--- src/rtl/cry_pkg.sv ---
// Shared constants, types and the RGB16 expansion for the CRY/RGB16 converter.
package cry_pkg;

  localparam int ROM_LAT   = 1;
  localparam int NUM_LANES = 3;   // r, g, b
  localparam int VEC_W     = 8;

  // LSB positions of the fields inside a 16-bit pixel
  localparam int CRY_C   = 12;    // [15:12] cyan
  localparam int CRY_R   = 8;     // [11:8]  red
  localparam int CRY_Y   = 0;     // [7:0]   intensity
  localparam int RGB16_R = 11;    // [15:11]
  localparam int RGB16_B = 6;     // [10:6]
  localparam int RGB16_G = 0;     // [5:0]

  typedef struct packed {
    logic [VEC_W-1:0] r;
    logic [VEC_W-1:0] g;
    logic [VEC_W-1:0] b;
  } rgb888_t;

  // Widen 5/6-bit fields by replicating their MSBs into the new LSBs
  function automatic rgb888_t rgb16_expand(input logic [15:0] p);
    rgb888_t    res;
    logic [4:0] r5;
    logic [4:0] b5;
    logic [5:0] g6;
    r5    = p[RGB16_R +: 5];
    b5    = p[RGB16_B +: 5];
    g6    = p[RGB16_G +: 6];
    res.r = {r5, r5[4:2]};
    res.g = {g6, g6[5:4]};
    res.b = {b5, b5[4:2]};
    return res;
  endfunction

endpackage

--- src/rtl/cry_scale.sv ---
// One colour lane: c * (Y+1) >> 8, so Y=00 gives 0 and Y=FF gives c exactly.
module cry_scale
  import cry_pkg::*;
(
  input  logic [VEC_W-1:0] i_c,
  input  logic [VEC_W-1:0] i_y,
  output logic [VEC_W-1:0] o_v
);

  localparam int PW = 2*VEC_W + 1;

  logic [VEC_W:0] w_y1;

  assign w_y1 = {1'b0, i_y} + (VEC_W+1)'(1);
  assign o_v  = VEC_W'((PW'(i_c) * PW'(w_y1)) >> VEC_W);

endmodule

--- src/rtl/cry_rgb_conv.sv ---
// CRY / RGB16 pixel to RGB888 converter: S1 holds the pixel while the colour
// ROMs look it up, S2 holds the result. Valid/ready on both sides, no skid.
module cry_rgb_conv
  import cry_pkg::*;
#(
  parameter int ROM_LAT = 1
) (
  input  logic        sys_clk,
  input  logic        reset_n,
  input  logic        in_valid,
  output logic        in_ready,
  input  logic [15:0] in_pix,
  input  logic        in_rgb16,
  output logic [7:0]  rom_addr,
  input  logic [7:0]  rom_r_z,
  input  logic [7:0]  rom_g_z,
  input  logic [7:0]  rom_b_z,
  output logic        out_valid,
  input  logic        out_ready,
  output logic [7:0]  out_r,
  output logic [7:0]  out_g,
  output logic [7:0]  out_b
);

  localparam int STAGES = 2;

  if (ROM_LAT != cry_pkg::ROM_LAT) begin : g_lat_chk
    $error("cry_rgb_conv: only a single-cycle ROM latency is supported");
  end

  logic [STAGES:1]                   r_vld_pipe;  // [1]=S1, [2]=S2/output
  logic [15:0]                       r_s1_pix;
  logic                              r_s1_rgb16;
  rgb888_t                           r_out;
  logic                              w_adv1;
  logic                              w_adv2;
  logic [NUM_LANES-1:0][VEC_W-1:0]   w_rom;
  logic [NUM_LANES-1:0][VEC_W-1:0]   w_cry;
  rgb888_t                           w_res;

  assign w_adv2   = !r_vld_pipe[2] || out_ready;
  assign w_adv1   = !r_vld_pipe[1] || w_adv2;
  assign in_ready = w_adv1;

  // A stalled S1 keeps re-reading its own address so ROM data stays aligned
  assign rom_addr = w_adv1 ? in_pix[15:8]
                           : {r_s1_pix[CRY_C +: 4], r_s1_pix[CRY_R +: 4]};

  assign w_rom = {rom_b_z, rom_g_z, rom_r_z};

  for (genvar gi = 0; gi < NUM_LANES; gi++) begin : g_lane
    cry_scale u_scale (
      .i_c (w_rom[gi]),
      .i_y (r_s1_pix[CRY_Y +: VEC_W]),
      .o_v (w_cry[gi])
    );
  end

  // Select the conversion by the mode bit that travelled with the pixel
  always_comb begin
    w_res = rgb16_expand(r_s1_pix);
    if (!r_s1_rgb16) begin
      w_res.r = w_cry[0];
      w_res.g = w_cry[1];
      w_res.b = w_cry[2];
    end
  end

  // Pipeline registers: S1 loads on accept, S2 loads when S1 transfers
  always_ff @(posedge sys_clk or negedge reset_n) begin
    if (!reset_n) begin
      r_vld_pipe <= '0;
      r_s1_pix   <= '0;
      r_s1_rgb16 <= 1'b0;
      r_out      <= '0;
    end else begin
      if (w_adv1) begin
        r_vld_pipe[1] <= in_valid;
        if (in_valid) begin
          r_s1_pix   <= in_pix;
          r_s1_rgb16 <= in_rgb16;
        end
      end
      if (w_adv2) begin
        r_vld_pipe[2] <= r_vld_pipe[1];
        if (r_vld_pipe[1]) r_out <= w_res;
      end
    end
  end

  assign out_valid = r_vld_pipe[2];
  assign out_r     = r_out.r;
  assign out_g     = r_out.g;
  assign out_b     = r_out.b;

endmodule
--- config.mk ---
export PLATFORM = sky130hd
export DESIGN_NAME = cry_rgb_conv
export DESIGN_NICKNAME = d
export VERILOG_FILES = /design/src/rtl/cry_pkg.sv /design/src/rtl/cry_scale.sv /design/src/rtl/cry_rgb_conv.sv
export SDC_FILE = /design/constraint.sdc
export NUM_CORES = 1
export LEC_CHECK = 0
export CAP_MARGIN = 20
export CORE_MARGIN = 4
export CORE_UTILIZATION = 46
export CTS_CLUSTER_SIZE = 24
export DETAILED_ROUTE_END_ITERATION = 10
export PLACE_DENSITY = 0.74
export SLEW_MARGIN = 20
export SYNTH_ARGS = -nofsm -noshare
export SYNTH_HDL_FRONTEND = slang
export SYNTH_SLANG_ARGS = --single-unit
--- constraint.sdc ---
create_clock -name sys_clk -period 12.6 [get_ports sys_clk]
set_clock_uncertainty 0.05 [all_clocks]
set_input_delay 1.89 -clock sys_clk [delete_from_list [all_inputs] [get_ports sys_clk]]
set_output_delay 1.89 -clock sys_clk [all_outputs]
set_load 0.03 [all_outputs]
### Word level (Yosys, flattened, before mapping)

Index checks and enable logic that the tools add are counted.
Widths: inputs -> output; s select.

| word-level totals | value |
|---|---|
| register bits after elaboration | 43 |

| operators by class | value |
|---|---|
| add/sub/neg operators | 1 |
| $mul | 3 |
| multiplexer cells | 2 |
| reduce and logical (&&, ||, !) cells | 6 |

Operator list:

| operator | count |
|---|---|
| $mul 8x9->16 | 3 |
| $mux 24 | 1 |
| $add 8x1->9 const B | 1 |
| $mux 8 | 1 |
| $reduce_and 2->1 | 2 |
| $logic_not 1->1 | 2 |
| $logic_or 1x1->1 | 2 |

### Logic depth before layout (Yosys ltp)

Gate-level depths: netlist of the first run.

| depth | value |
|---|---|
| word-level depth | 4 |
| depth in mapped cells | 19 |
| depth with buffers taken out | 18 |

### By module

Synthesis of the first run repeated with hierarchy kept, for this count alone.

| unflattened totals | value |
|---|---|
| cell total of the unflattened synthesis | 894 |
| area, all modules | 8737.1 sq um |

By module, submodules not included:

| module | times used | cells an instance | area each (sq um) | seq. area each (sq um) |
|---|---|---|---|---|
| cry_scale at g_lane[0].u_scale | 1 | 244 | 2237.1 | 0.0 |
| cry_scale at g_lane[2].u_scale | 1 | 245 | 2209.6 | 0.0 |
| cry_scale at g_lane[1].u_scale | 1 | 245 | 2202.1 | 0.0 |
| cry_rgb_conv | 1 | 160 | 2088.3 | 1076.0 |

### Worst setup path after synthesis of the first run

Ideal clock, no wire load.

| timing path | value |
|---|---|
| path kind | input-to-reg |
| start point | input rom_r_z[2] |
| end point | register r_out (netlist bit out_r[5]) |
| arrival | 5.339 ns |
| required time | 12.414 ns |
| slack | 7.074 ns |
| stages on the path | 14 |
| buffers on the path | 0 |
| cell sequence | and2_1 -> fa_1 -> fa_1 -> fa_1 -> inv_1 -> fa_1 -> inv_1 -> ha_1 -> and2_1 -> a31oi_1 -> o21ai_2 -> o31ai_2 -> xor2_1 -> o221ai_2 |

| on the way | value |
|---|---|
| word-level cells in the longest chain between the ends | 2 |

RTL lines:

| item | line | source |
|---|---|---|
| from (decl) | cry_rgb_conv.sv:15 | `input logic [7:0] rom_r_z,` |
| $mul 8x9->16 | cry_scale.sv:15 | `assign o_v = VEC_W'((PW'(i_c) * PW'(w_y1)) >> VEC_W);` |
| $mux 24 | cry_rgb_conv.sv:62 | `if (!r_s1_rgb16) begin` |
| to (signal assigned) | cry_rgb_conv.sv:86 | `if (r_vld_pipe[1]) r_out <= w_res;` |
| to (decl) | cry_rgb_conv.sv:34 | `rgb888_t r_out;` |

Every way passes these cells.
A chain may end at the register's enable or synchronous reset.

### Worst setup path in the final report of the first run

| timing path | value |
|---|---|
| start point | input rom_g_z[4] |
| end point | register r_out (netlist bit out_g[7]) |

| on the way | value |
|---|---|
| word-level cells in the longest chain between the ends | 2 |

RTL lines:

| item | line | source |
|---|---|---|
| from (decl) | cry_rgb_conv.sv:16 | `input logic [7:0] rom_g_z,` |
| $mul 8x9->16 | cry_scale.sv:15 |  |
| $mux 24 | cry_rgb_conv.sv:62 |  |

Every way passes these cells.

==> results.py, run 1 <==
metrics = {
    "floorplanning": {
        "dieHeight_um": 144,
        "die_w_um": 144,
        "core.rowCount": 49,
        "start_util_pct": 46.9,
        "io_pins": 79,
        "die-area_um2": 20600,
        "coreArea_um2": 18000,
    },
    "layout": {
        "fillers": 1653,
        "nets": 1229,
        "layout_commonest_cell": "and2_1",
        "antenna_cells": 0,
        "final_cell_mix": "and2_1, inv_1, fa_1",
        "area_growth_pct": 13.6,
        "drive_gt1_share_pct": 6.92,
        "finalNonFillerCells": 1197,
    },
    "place": {
        "hpwl_um": 14800,
        "dp.cells": 1189,
        "gp_congestion": 0.847,
        "portBuffers": 78,
    },
    "drt": {
        "first_iter_violations": 308,
        "via_count": 6280,
        "wl_per_cell_um": 15.6,
        "wl_um": 18700,
        "dr.pass1.iters": 4,
        "ant_nets": 0,
        "vias_per_cell": 5.25,
        "drc_errors": 0,
    },
    "power_and_ir_drop": {
        "p_leak_uw": 0.00468,
        "power_uw": 2420,
        "power.density_nw_per_um2": 252,
        "irDropWorstVdd_mv": 0.161,
    },
    "clock_network": {
        "cts_buffers": 5,
        "cts_tree": "done",
        "cts_resized": 0,
        "cts.sinks": 43,
        "clk_pin_slew_ps": 60,
        "post-cts-setup-buffers": 0,
        "clock_path_buffers": 2,
        "root_buffer": "clkbuf_16",
        "clk_latency_ps": 280,
        "htree_levels": 2,
        "cts_hold_buf": 0,
    },
    "worst_setup_path": {
        "cp_top_family": "adder cells",
        "r2r_start": "r_s1_pix[1]",
        "cp.required_ps": 12690,
        "cpMostUsedCell": "fa_1",
        "slowest_delay_ps": 670,
        "cp-start-kind": "input port",
        "cp_slowest_cell": "clkdlybuf4s50_1",
        "worst-path-max-fanout": 9,
        "r2r_end": "out_g[7]",
        "path_buf_inv": 3,
        "crit_path_cell_trace": "clkdlybuf4s50_1 -> and2_1 -> fa_1 -> fa_1 -> fa_1 -> inv_1 -> fa_1 -> inv_1 -> ha_1 -> a21o_1 -> a21o_1 -> a32oi_1 -> a21oi_2 -> xnor2_1 -> o21ai_1",
        "crit_path_end_kind": "flip-flop",
        "critPathKind": "input port to flip-flop",
        "critPathArrivalTime_ps": 6320,
        "reg2reg_slack_ps": 6840,
        "r2r_cells": 18,
    },
    "outcome": {
        "status": "completed",
    },
    "sta": {
        "rsz0062_at_grt": "no",
        "tightest_slew_ps": 1040,
        "final-setup-viol-count": 0,
        "fin_crit_ps": 6230,
        "period_share_pct": 49.5,
        "slew_headroom_pct": 30.5,
        "hold_violations": 0,
        "max_freq_mhz": 160,
        "tns_ps": 0,
        "finalMaxSlewViolations": 0,
    },
    "synthesis": {
        "synth.top_cell.area_share_pct": 28.4,
        "synth_nets": 1164,
        "ys_top_cells_by_area": "fa_1, ha_1, dfrtp_1, and2_1, inv_1",
        "ys.flop_type": "dfrtp_1",
        "synth-edff-count": 0,
        "synth-async-reset-ratio_pct": 100,
        "seq_area_frac_synth_pct": 12.7,
        "netlist_area_um2": 8450,
        "synth_cell_type_count": 65,
        "synth_seq_cells": 43,
        "syn_inst": 902,
        "syn_area_per_cell_um2": 9.37,
        "yosysTopAreaCell": "fa_1",
        "yosysWarnings": 0,
    },
    "min_path": {
        "worstHoldEndpoint": "out_g[0]",
        "holdPathStages": 2,
        "hold_class": "flip-flop to flip-flop",
        "min-delay-start": "out_g[0]",
    },
    "global_route": {
        "grt_max_degree": 44,
        "antenna_found_initial": 0,
        "grt_pass1_wl_um": 32500,
        "grt.overflow.total": 0,
        "first_global_vias": 6657,
        "grt_util_all_layers_pct": 19.2,
    },
    "job": {
        "cap_violations": 0,
    },
}
==> stage by stage <==
stage | worst slack (ps) | utilization (%) | hold slack [ps] | cell area (um^2)
finish | 6370 | 53.3 | 449 | 9600
global route | 6120 | 53.3 | 490 | 9600
CTS | 6380 | 53.3 | 451 | 9600
detailed placement | 6090 | 52.5 | 426 | 9460
global placement | 6130 | 52.5 | 423 | 9460
floorplan | 7070 | - | 421 | 8450
==> layout make-up <==
class / count / area, um^2 / area share, %
Multi-Input combinational cell: 686 / 6720 / 69.9
Tap cell: 229 / 287 / 2.98
Sequential cell: 43 / 1080 / 11.2
Inverter: 144 / 541 / 5.63
Clock buffer: 6 / 129 / 1.34
Timing Repair Buffer: 87 / 843 / 8.78
Clock inverter: 2 / 12.5 / 0.130
==> kinds of logic (layout without fill, tap and decap cells) <==
kind of cell | count (synthesis) | in the layout | synth area share (%)
buffers and inverters | 173 | 239 | 7.80
AOI/OAI and AO/OA | 88 | 88 | 7.86
and+or+nand+nor | 316 | 316 | 21.2
xor gates and xnor gates | 33 | 33 | 3.42
DFF | 43 | 43 | 12.7
adders and majority gates | 217 | 217 | 42.8
muxes | 32 | 32 | 4.17
==> report_power, final <==
part / leakage (uW) / switching [uW] / internal [uW]
Clock: 0.0000669 / 53.1 / 73.2
Combinational: 0.00411 / 1190 / 877
Sequential: 0.000512 / 39.8 / 184
==> metal layers <==
metal | GRT usage, % | up-vias | part of all wire (%)
met3 | 2.06 | 16 | 2.6
met4 | 3.12 | 0 | 1.1
met5 | 0 | - | 0
li1 | - | 2995 | -
met1 | 26.4 | 3168 | 46
met2 | 33.6 | 101 | 50
==> synthesized netlist by cell type, drive strengths merged, types with 2 or more instances <==
library cell and instances:
o21a 5, o311ai 2, nand3b 3, fa 120, nor4 3, or3 3, clkbuf 21, nor2 12
and2 149, a211oi 3, nor2b 17, nor3b 3, nand2b 9, a21o 3, a21oi 27, nor3 10
mux2i 6, nand4 4, nand2 71, dfrtp 43, a31oi 4, xor2 8, mux2 26, o21ai 21
o21bai 5, a2111oi 2, a21boi 2, inv 144, o31ai 4, and3 13, ha 97, buf 8
nand3 17, xnor2 25
==> flip-flops by register name, summed over array words and instances, names as in the netlist <==
signal / count
r_s1_rgb16: 1
out_b: 8
out_g: 8
r_vld_pipe: 2
out_r: 8
r_s1_pix: 16
==> how the worst max path moves through the flow <==
| stage | to | depth (start not counted) | slack [ps] | from |
|---|---|---|---|---|
| after floorplan | out_r[5] | 14 | 7070 | rom_r_z[2] |
| after global placement | out_g[7] | 15 | 6130 | rom_g_z[3] |
| after detailed placement | out_b[4] | 16 | 6090 | rom_b_z[5] |
| after CTS | out_g[7] | 15 | 6380 | rom_g_z[4] |
| after global routing | out_b[4] | 16 | 6120 | rom_b_z[5] |
| final | out_g[7] | 15 | 6370 | rom_g_z[4] |
==> worst min-delay path: stages (launching register included) <==
cell and delay (ps):
dfrtp_1 340, nand2_1 50, o21ai_0 70
No activity file was read; power rests on OpenSTA's default activity.
==> run 2: changes to the inputs <==
==> constraint.sdc (replaced) <==
create_clock -name sys_clk -period 6.3 [get_ports sys_clk]
set_clock_uncertainty 0.05 [all_clocks]
set_input_delay 0.945 -clock sys_clk [delete_from_list [all_inputs] [get_ports sys_clk]]
set_output_delay 0.945 -clock sys_clk [all_outputs]
set_load 0.03 [all_outputs]
==> results.py, run 2 (synthesis gave the netlist of run 1 again) <==
metrics = {
    "power_and_ir_drop": {
        "power.density_nw_per_um2": 502,
        "swShare_pct": 53.1,
        "power_frac_seq_pct": 9.3,
        "irDropWorstVdd_mv": 0.450,
        "internal_power_uw": 2260,
        "clock_power_share_pct": 5.2,
        "pwr-share-comb_pct": 85.5,
        "p_switching_uw": 2560,
        "p_leak_uw": 0.00468,
    },
    "min_path": {
        "min-delay-start": "out_b[0]",
        "hold_class": "flip-flop to flip-flop",
        "holdPathStages": 2,
        "worstHoldEndpoint": "out_b[0]",
    },
    "sta": {
        "rsz0062_at_grt": "no",
        "tightest_slew_ps": 1070,
        "hold-worst-slack_ps": 444,
        "max_freq_mhz": 182,
        "tns_ps": 0,
        "fin_crit_ps": 5500,
        "finalMaxSlewViolations": 0,
        "slew_headroom_pct": 28.2,
        "final-setup-viol-count": 0,
        "hold_violations": 0,
        "period_share_pct": 87.3,
    },
    "drt": {
        "ant_nets": 0,
        "drc_errors": 0,
        "via_count": 6258,
        "dr.pass1.iters": 4,
        "vias_per_cell": 5.23,
        "wl_um": 18700,
        "first_iter_violations": 238,
        "wl_per_cell_um": 15.7,
    },
    "worst_setup_path": {
        "cp-start-kind": "flip-flop",
        "startpoint": "r_s1_pix[0]",
        "crit_path_end_kind": "flip-flop",
        "worst-path-max-fanout": 24,
        "r2r_cells": 19,
        "r2r_end": "out_g[6]",
        "r2r_start": "r_s1_pix[0]",
        "critPathKind": "flip-flop to flip-flop",
        "cp.required_ps": 6390,
        "reg2reg_slack_ps": 800,
        "critPathArrivalTime_ps": 5590,
    },
    "layout": {
        "largest_reg_flops": 16,
        "regMostFlops": "r_s1_pix",
        "drive_gt1_share_pct": 6.92,
        "final_util_pct": 53.3,
        "layout_commonest_cell": "and2_1",
        "nets": 1229,
        "area_growth_pct": 13.6,
        "finalNonFillerCells": 1197,
        "antenna_cells": 0,
        "final_cell_mix": "and2_1, inv_1, fa_1",
        "fillers": 1695,
    },
    "global_route": {
        "antenna_found_initial": 0,
        "first_global_vias": 6453,
        "grt_util_all_layers_pct": 19.2,
        "grt_max_degree": 44,
        "grt_pass1_wl_um": 32300,
        "grt.overflow.total": 0,
    },
    "place": {
        "portBuffers": 78,
        "dp.cells": 1189,
        "hpwl_um": 14900,
        "gp_congestion": 0.887,
    },
    "clock_network": {
        "clock_path_buffers": 2,
        "cts_resized": 0,
        "post-cts-setup-buffers": 0,
        "cts_buffers": 5,
        "clk_pin_slew_ps": 60,
        "cts_hold_buf": 0,
        "clk_latency_ps": 280,
        "htree_levels": 2,
        "cts_tree": "done",
        "root_buffer": "clkbuf_16",
        "cts.sinks": 43,
    },
    "floorplanning": {
        "die_w_um": 144,
        "io_pins": 79,
        "core.rowCount": 49,
        "start_util_pct": 46.9,
        "coreArea_um2": 18000,
        "dieHeight_um": 144,
        "die-area_um2": 20600,
    },
    "job": {
        "cap_violations": 0,
    },
    "outcome": {
        "status": "completed",
    },
}
[run 2: cell counts in the layout (fill, tap and decap cells not counted)]
No cell type changed its count.
[run 2: stage by stage]
| step | area, um^2 | worst slack (ps) | power, uW |
|---|---|---|---|
| after CTS | 9600 | 764 | 4890 |
| final | 9600 | 802 | 4820 |
| after detailed placement | 9460 | 635 | 4610 |
| after global routing | 9600 | 460 | 5450 |
| after floorplan | 8450 | 1400 | 3580 |
| after global placement | 9460 | 764 | 4540 |
[run 2: worst max-delay path by stage]
stage,to,depth (start not counted)
6_report,out_g[6],19
5_1_grt,out_g[7],19
4_1_cts,out_g[6],19
3_5_place_dp,out_g[6],16
3_3_place_gp,out_g[6],16
2_1_floorplan,out_g[7],19
[run 2: power groups by stage]
stage / Combinational (uW) / Clock, uW / Sequential, uW
2_1_floorplan: 3020 / 0 / 564
3_3_place_gp: 4090 / 0 / 452
3_5_place_dp: 4160 / 0 / 452
4_1_cts: 4190 / 251 / 449
5_1_grt: 4730 / 264 / 460
6_report: 4120 / 250 / 450
[run 2: cell type report]
type | instances | area (um^2) | area share, %
Clock buffer | 6 | 129 | 1.34
Inverter | 144 | 541 | 5.63
Multi-Input combinational cell | 686 | 6720 | 69.9
Timing Repair Buffer | 87 | 843 | 8.78
Sequential cell | 43 | 1080 | 11.2
Clock inverter | 2 | 12.5 | 0.130
Tap cell | 229 | 287 | 2.98
[run 2: metal layers]
| metal | vias to the layer above | track usage [%] | routed length [um] |
|---|---|---|---|
| li1 | 3000 | - | - |
| met1 | 3151 | 26.4 | 8230 |
| met2 | 99 | 33.8 | 9650 |
| met3 | 8 | 2.13 | 721 |
| met4 | 0 | 2.33 | 143 |
| met5 | - | 0 | 0 |
[run 2: critical path, cell delays in order, from the launching register on]
cell and delay [ps]:
dfrtp_1 550, ha_1 270, nand3_2 130, nor2_1 150
xor2_1 150, buf_4 310, and2_1 200, fa_1 450
fa_1 530, fa_1 500, inv_1 50, fa_1 470
inv_1 40, ha_1 330, a21o_1 190, a21o_1 210
a32oi_1 320, a21boi_2 100, xnor2_1 250, o21ai_1 90
